==> src/rtl/exec_trace_fifo.sv <==
// Trace capture FIFO: snapshots pc/r0..r7 once per INSTR_FETCH_START entry as sequence-numbered records.
// Latency: record visible on rec_data one cycle after the capture cycle; no bypass from inputs.
// Backpressure: rec_valid/rec_ready drain; when full, captures are dropped and counted (never stalls). Optional: TRACE_DISPLAY_EN.
package constants_pkg;
  typedef enum logic [2:0] {
    CORE_IDLE         = 3'd0,
    INSTR_FETCH_START = 3'd1,
    INSTR_FETCH_WAIT  = 3'd2,
    INSTR_DECODE      = 3'd3,
    INSTR_EXECUTE     = 3'd4,
    INSTR_WRITEBACK   = 3'd5
  } ExecutionStage;
endpackage

module exec_trace_fifo #(
  parameter int DEPTH = 16
) (
  input  logic                         clk,
  input  logic                         reset,
  input  constants_pkg::ExecutionStage state,
  input  logic [7:0]                   pc,
  input  logic [7:0]                   r0,
  input  logic [7:0]                   r1,
  input  logic [7:0]                   r2,
  input  logic [7:0]                   r3,
  input  logic [7:0]                   r4,
  input  logic [7:0]                   r5,
  input  logic [7:0]                   r6,
  input  logic [7:0]                   r7,
  output logic                         rec_valid,
  input  logic                         rec_ready,
  output logic [87:0]                  rec_data,
  output logic [$clog2(DEPTH):0]       level,
  output logic                         overflow,
  output logic [7:0]                   drop_count
);

  localparam int AW = $clog2(DEPTH);
  localparam logic [AW:0] FULL_LVL = (AW+1)'(DEPTH);

  typedef struct packed {
    logic [15:0] seq;
    logic [7:0]  pc;
    logic [7:0]  r0;
    logic [7:0]  r1;
    logic [7:0]  r2;
    logic [7:0]  r3;
    logic [7:0]  r4;
    logic [7:0]  r5;
    logic [7:0]  r6;
    logic [7:0]  r7;
  } rec_t;

  rec_t          mem [DEPTH];
  logic [AW-1:0] wr_ptr;
  logic [AW-1:0] rd_ptr;
  logic [15:0]   seq;
  logic          prev_fetch;

  logic fetch;
  logic capture;
  logic pop;
  logic push;
  logic drop;
  rec_t wr_rec;

  always_comb begin
    fetch   = (state == constants_pkg::INSTR_FETCH_START);
    capture = fetch && !prev_fetch;
    pop     = rec_valid && rec_ready;
    // A pop in the same cycle frees the slot, so a full FIFO still accepts.
    push    = capture && ((level != FULL_LVL) || pop);
    drop    = capture && (level == FULL_LVL) && !pop;
    wr_rec  = '{seq: seq, pc: pc, r0: r0, r1: r1, r2: r2, r3: r3,
                r4: r4, r5: r5, r6: r6, r7: r7};
  end

  always_ff @(posedge clk) begin
    if (reset) begin
      wr_ptr     <= '0;
      rd_ptr     <= '0;
      level      <= '0;
      seq        <= '0;
      prev_fetch <= 1'b0;
      overflow   <= 1'b0;
      drop_count <= '0;
    end else begin
      prev_fetch <= fetch;
      if (capture) seq <= seq + 16'd1;
      if (push) wr_ptr <= wr_ptr + AW'(1);
      if (pop) rd_ptr <= rd_ptr + AW'(1);
      case ({push, pop})
        2'b10:   level <= level + (AW+1)'(1);
        2'b01:   level <= level - (AW+1)'(1);
        default: level <= level;
      endcase
      if (drop) begin
        overflow <= 1'b1;
        if (drop_count != 8'hFF) drop_count <= drop_count + 8'd1;
      end
    end
  end

  always_ff @(posedge clk) begin
    if (!reset && push) mem[wr_ptr] <= wr_rec;
  end

  assign rec_valid = (level != '0);
  assign rec_data  = rec_valid ? mem[rd_ptr] : '0;

`ifdef TRACE_DISPLAY_EN
  always_ff @(posedge clk) begin
    if (!reset && push)
      $display("trace seq=%h pc=%h r0=%h r1=%h r2=%h r3=%h r4=%h r5=%h r6=%h r7=%h",
               seq, pc, r0, r1, r2, r3, r4, r5, r6, r7);
    if (!reset && drop)
      $display("trace DROP seq=%h", seq);
  end
`endif

endmodule

==> config.mk <==
export PLATFORM = sky130hd
export DESIGN_NAME = exec_trace_fifo
export DESIGN_NICKNAME = d
export VERILOG_FILES = /design/src/rtl/exec_trace_fifo.sv
export SDC_FILE = /design/constraint.sdc
export NUM_CORES = 1
export LEC_CHECK = 0
export ABC_AREA = 1
export CAP_MARGIN = 20
export CELL_PAD_IN_SITES_DETAIL_PLACEMENT = 1
export CELL_PAD_IN_SITES_GLOBAL_PLACEMENT = 1
export CORE_ASPECT_RATIO = 2
export CORE_MARGIN = 2
export CORE_UTILIZATION = 31
export DETAILED_ROUTE_END_ITERATION = 10
export GPL_ROUTABILITY_DRIVEN = 0
export PLACE_DENSITY_LB_ADDON = 0.1
export SKIP_CTS_REPAIR_TIMING = 1
export SYNTH_ARGS = -nofsm -noshare
export SYNTH_HDL_FRONTEND = slang
export SYNTH_SLANG_ARGS = --single-unit
==> constraint.sdc <==
create_clock -name clk -period 16.9 [get_ports clk]
set_clock_uncertainty 0.15 [all_clocks]
set_input_delay 1.69 -clock clk [delete_from_list [all_inputs] [get_ports clk]]
set_output_delay 1.69 -clock clk [all_outputs]
set_load 0.005 [all_outputs]
## Word level (Yosys, flattened, before mapping)

Memory sizes are Yosys's and may differ from the RTL's. A register that Yosys moved wholly into a read port is not among the register bits.
Cells that the tools add are included.

| storage, ports and cells | value |
|---|---|
| register bits after elaboration | 39 |
| bits in latches | 0 |
| memory bits (writable) | 1408 |
| memory bits (read-only) | 0 |
| input port bits | 78 |
| output and inout bits | 103 |
| logic and storage cells | 39 |
| memories | 1 |

| cells by class | value |
|---|---|
| add/sub/neg operators | 6 |
| multiply operators | 0 |
| divide/modulo/power cells | 0 |
| order comparisons | 0 |
| equality and inequality tests | 6 |
| shifts and indexed selects | 0 |
| mux-type cells | 6 |
| bitwise logic cells | 0 |
| reductions and logical operators | 13 |

Memories:

| memory | words | width | read ports | clocked after memory_dff | write ports | RTL line | RTL |
|---|---|---|---|---|---|---|---|
| mem | 16 | 88 | 1 | 1 | 1 | 54 | `rec_t mem [DEPTH];` |

Operators by type and width:

| cell | count |
|---|---|
| 88-bit 2-to-1 mux | 1 |
| 16-bit by 1-bit adder with 16-bit output, second input constant | 1 |
| 5-bit case mux with 2 select lines | 1 |
| 4-bit by 1-bit adder with 4-bit output, second input constant | 2 |
| 8-bit by 1-bit adder with 8-bit output, second input constant | 1 |
| 4-bit 2-to-1 mux | 2 |
| 8-bit inequality test, second input constant | 1 |
| 1-bit logical AND | 6 |
| 5-bit by 1-bit adder with 5-bit output, second input constant | 1 |
| 5-bit == test, second input constant | 1 |
| 5-bit inequality test, second input constant | 1 |
| 5-bit nonzero test | 1 |
| 5-bit by 1-bit subtractor with 5-bit output, second input constant | 1 |
| 3-bit by 1-bit == test with 1-bit output, second input constant | 1 |
| 1-bit zero test | 3 |
| 2-bit by 1-bit == test with 1-bit output, second input constant | 1 |
| 2-bit == test, second input constant | 1 |
| 1-bit 2-to-1 mux | 2 |
| 2-bit AND reduction | 1 |
| 2-bit nonzero test | 1 |
| 1-bit logical OR | 1 |

## Depth between registers and ports, before layout

| depth | value |
|---|---|
| word-level depth | 7 |
| gate-level depth with buffers | 15 |

## Worst setup path after synthesis

OpenSTA, ideal clock, no wires.

| timing | value |
|---|---|
| path kind | input-to-reg |
| from | in state[2] |
| to | mem mem[11][0] (netlist name), enable pin |
| library setup time | 642 ps |
| arrival | 8447 ps |
| required time | 16108 ps |
| path slack | 7661 ps |
| stages on the path | 7 |
| cells stage by stage | inv_1 nand3_1 nor2_1 nand2_1 inv_1 nand3_1 nor3_1 |

| on the way | value |
|---|---|
| cells in the longest elaborated chain, start to end | 6 |

Ends and longest elaborated chain:

| item | RTL line | RTL |
|---|---|---|
| start, declared | 20 | `input constants_pkg::ExecutionStage state,` |
| 3-bit by 1-bit == test with 1-bit output | 68 | `fetch = (state == constants_pkg::INSTR_FETCH_START);` |
| 1-bit logical AND | 69 | `capture = fetch && !prev_fetch;` |
| 1-bit logical AND | 72 | `push = capture && ((level != FULL_LVL) \|\| pop);` |
| 1-bit logical AND | 105 | `if (!reset && push) mem[wr_ptr] <= wr_rec;` |
| 1-bit 2-to-1 mux | 105 |  |
| 1-bit 2-to-1 mux (not written as such) | 105 |  |
| end, declared | 54 |  |

Every way passes these cells.

==> run metrics <==
outcome finished, final reports clean; hpwl dp roughly 94000 µm; worst path arrival time roughly 6.2 ns; leading cell type in the layout, fill and taps excluded edfxtp_1; Gate Count Post-Synth 4752; Post-Route WL 191000 µm; Final Cell Area between 60000 and 70000 µm²; Hold Fails Final Rpt 0; Clock Power Share 0.321; Crit. End Element output port; Seq/Total Area, Yosys 0.742; fin cells between 7k and 8k; vias per std cell approximately 5.1; core area around 190000 µm²; layout cells sized above 1 0.0582; sequential group share of total power 0.414; vias in the first global route slightly below 40k; antenna-violating nets left 0; area post-placement 62300 µm²; DRT iter0 DRCs around 2.3k; final period utilization 0.476; Clock Latency Late Sink 0.77 ns; P_int 6530 µW; Layout Nets 4941; Avg Cell Area, Syn 12.2 µm²; Yosys cell types 27; WHS between 0.3 and 0.4 ns; total of max-cap violations 0; # IOs about 180; WS Path Type reg2out; post-synthesis sequential element count about 1.5k; Leak Pwr ~0.022 µW; depth of the CTS H-tree 4; CTS Buf Count 150; Slew @ Worst Pin between 1 and 1.5 ns; CP Max Fanout 214; GRT overflow 0; Rel. slew slack 0.179; Die Width slightly above 300 µm; Worst-path clk slew ~0.06 ns; CTS sink cnt 1451; power per cell area 145 nW/µm²; RSZ-0062 raised after global routing false; Post-synth EDFFs between 1k and 1.5k; DRC 0; Tightest Hold Check Type reg2reg; die height roughly 620 µm; Critical Path RT 15.06 ns; Max Fclk about 0.12 GHz; Max Root-Sink Buffers 4; peak supply drop between 0.15 and 0.2 mV; root buf cell clkbuf_16; CTS tree done; switching pwr 3140 µW; Mapped Nets 4841; initial antenna violation count 13; port bufs 180; Logic pwr share 0.265; Finish-stage setup viols 0; Final Power 9680 µW; drt pass-1 iters 6; num rows approximately 220; fill count 19.8k; kind of start point of the critical path register; gr usage total 0.199; Sw Ratio 0.325; pin count of the biggest net entering global routing between 200 and 250; wire per inst between 20 and 30 µm; Synth async-reset ratio 0; area grow syn2layout 14.7%; setup_tns 0 ns; DR vias around 38k; Post-Syn Area 58100 µm²; ys flop type edfxtp_1; placed insts just over 7k; global-route wire length before repair between 200000 and 300000 µm; post-route minimum period roughly 8.0 ns; Syn. warnings 0; Pins Over Slew Limit 0; Initial Utilization 0.312; die area ~190000 µm²; most frequent cells in the layout edfxtp_1, nor2_1, o21ai_0
==> flip-flops by register name, summed over array words and instances (netlist names), named ones only <==
signal      flops
wr_ptr          4
mem          1408
seq            16
rd_ptr          4
level           5
drop_count      8
prev_fetch      1
overflow        1
==> logic make-up after synthesis <==
group	after synthesis	share of synthesized area
DFF	1451	0.742
and+or+nand+nor	1970	0.136
AOI/OAI and AO/OA	930	0.0851
xor gates and xnor gates	9	0.00136
buffers and inverters	381	0.0325
adders and majority gates	11	0.00250
==> per-stage QoR <==
step	utilization	setup slack [ns]
floorplan	-	7.66
global placement	0.334	9.20
detailed placement	0.335	9.31
CTS	0.358	8.46
global route	0.358	8.37
finish	0.358	8.86
==> power by group through the flow <==
stage | clock network, µW | logic, µW | registers (µW)
CTS | 3210 | 2650 | 4010
detailed placement | 0 | 2640 | 4090
floorplan | 0 | 1520 | 4040
global route | 3310 | 2870 | 4010
global placement | 0 | 2630 | 4090
finish | 3110 | 2560 | 4010
==> per-layer routing <==
layer / vias up / track usage / routed length [µm]
met5: - / 0 / 53
met4: 6 / 0.0458 / 3960
met3: 257 / 0.0206 / 5050
met2: 524 / 0.370 / 102000
met1: 19700 / 0.245 / 80300
li1: 17100 / - / -
==> final cells by class <==
cell class	count	area (µm²)	share of cell area
inverters	75	323	0.00484
flip-flops and latches	1451	43200	0.647
diodes	1	2.50	0.0000375
multi-input cells	2920	13200	0.198
repair buffers	254	2520	0.0379
well taps	2486	3110	0.0466
clock buffers	182	3940	0.0590
clock inverters	69	424	0.00636
==> Yosys cell counts, drive strengths merged (3+ instances only) <==
cell type	number	area (µm²)
ha	10	125
nand3	401	2010
a21oi	149	746
clkbuf	144	541
o21ai	664	3320
buf	162	1060
dfxtp	43	861
xor2	7	61.3
inv	75	284
nand4	5	31.3
o211ai	116	871
edfxtp	1408	42300
nor2	1206	4530
nor3	7	35.0
and2	3	18.8
nand2	347	1300
==> worst paths after layout <==
check	cells after the start	slack, ns	from	to
hold reg to reg	2	0.34	overflow$_SDFFE_PP0P_	overflow$_SDFFE_PP0P_
hold / removal	2	0.34	overflow$_SDFFE_PP0P_	overflow$_SDFFE_PP0P_
setup reg to reg	8	12.45	level[1]$_SDFFE_PP0P_	mem[6][51]$_DFFE_PP_
setup / recovery	11	8.86	register	rec_data[42]
==> critical path, stage by stage (launching register included) <==
cell	delay, ns
dfxtp_4	1.00
buf_4	0.52
buf_16	0.32
buf_12	0.67
buf_4	0.76
nor2_1	0.11
nor2_1	0.11
o21ai_0	0.10
nand3_1	0.13
nand3_1	0.09
a21oi_1	0.53
clkdlybuf4s50_1	0.61
No activity file was read; power rests on OpenSTA's default activity.
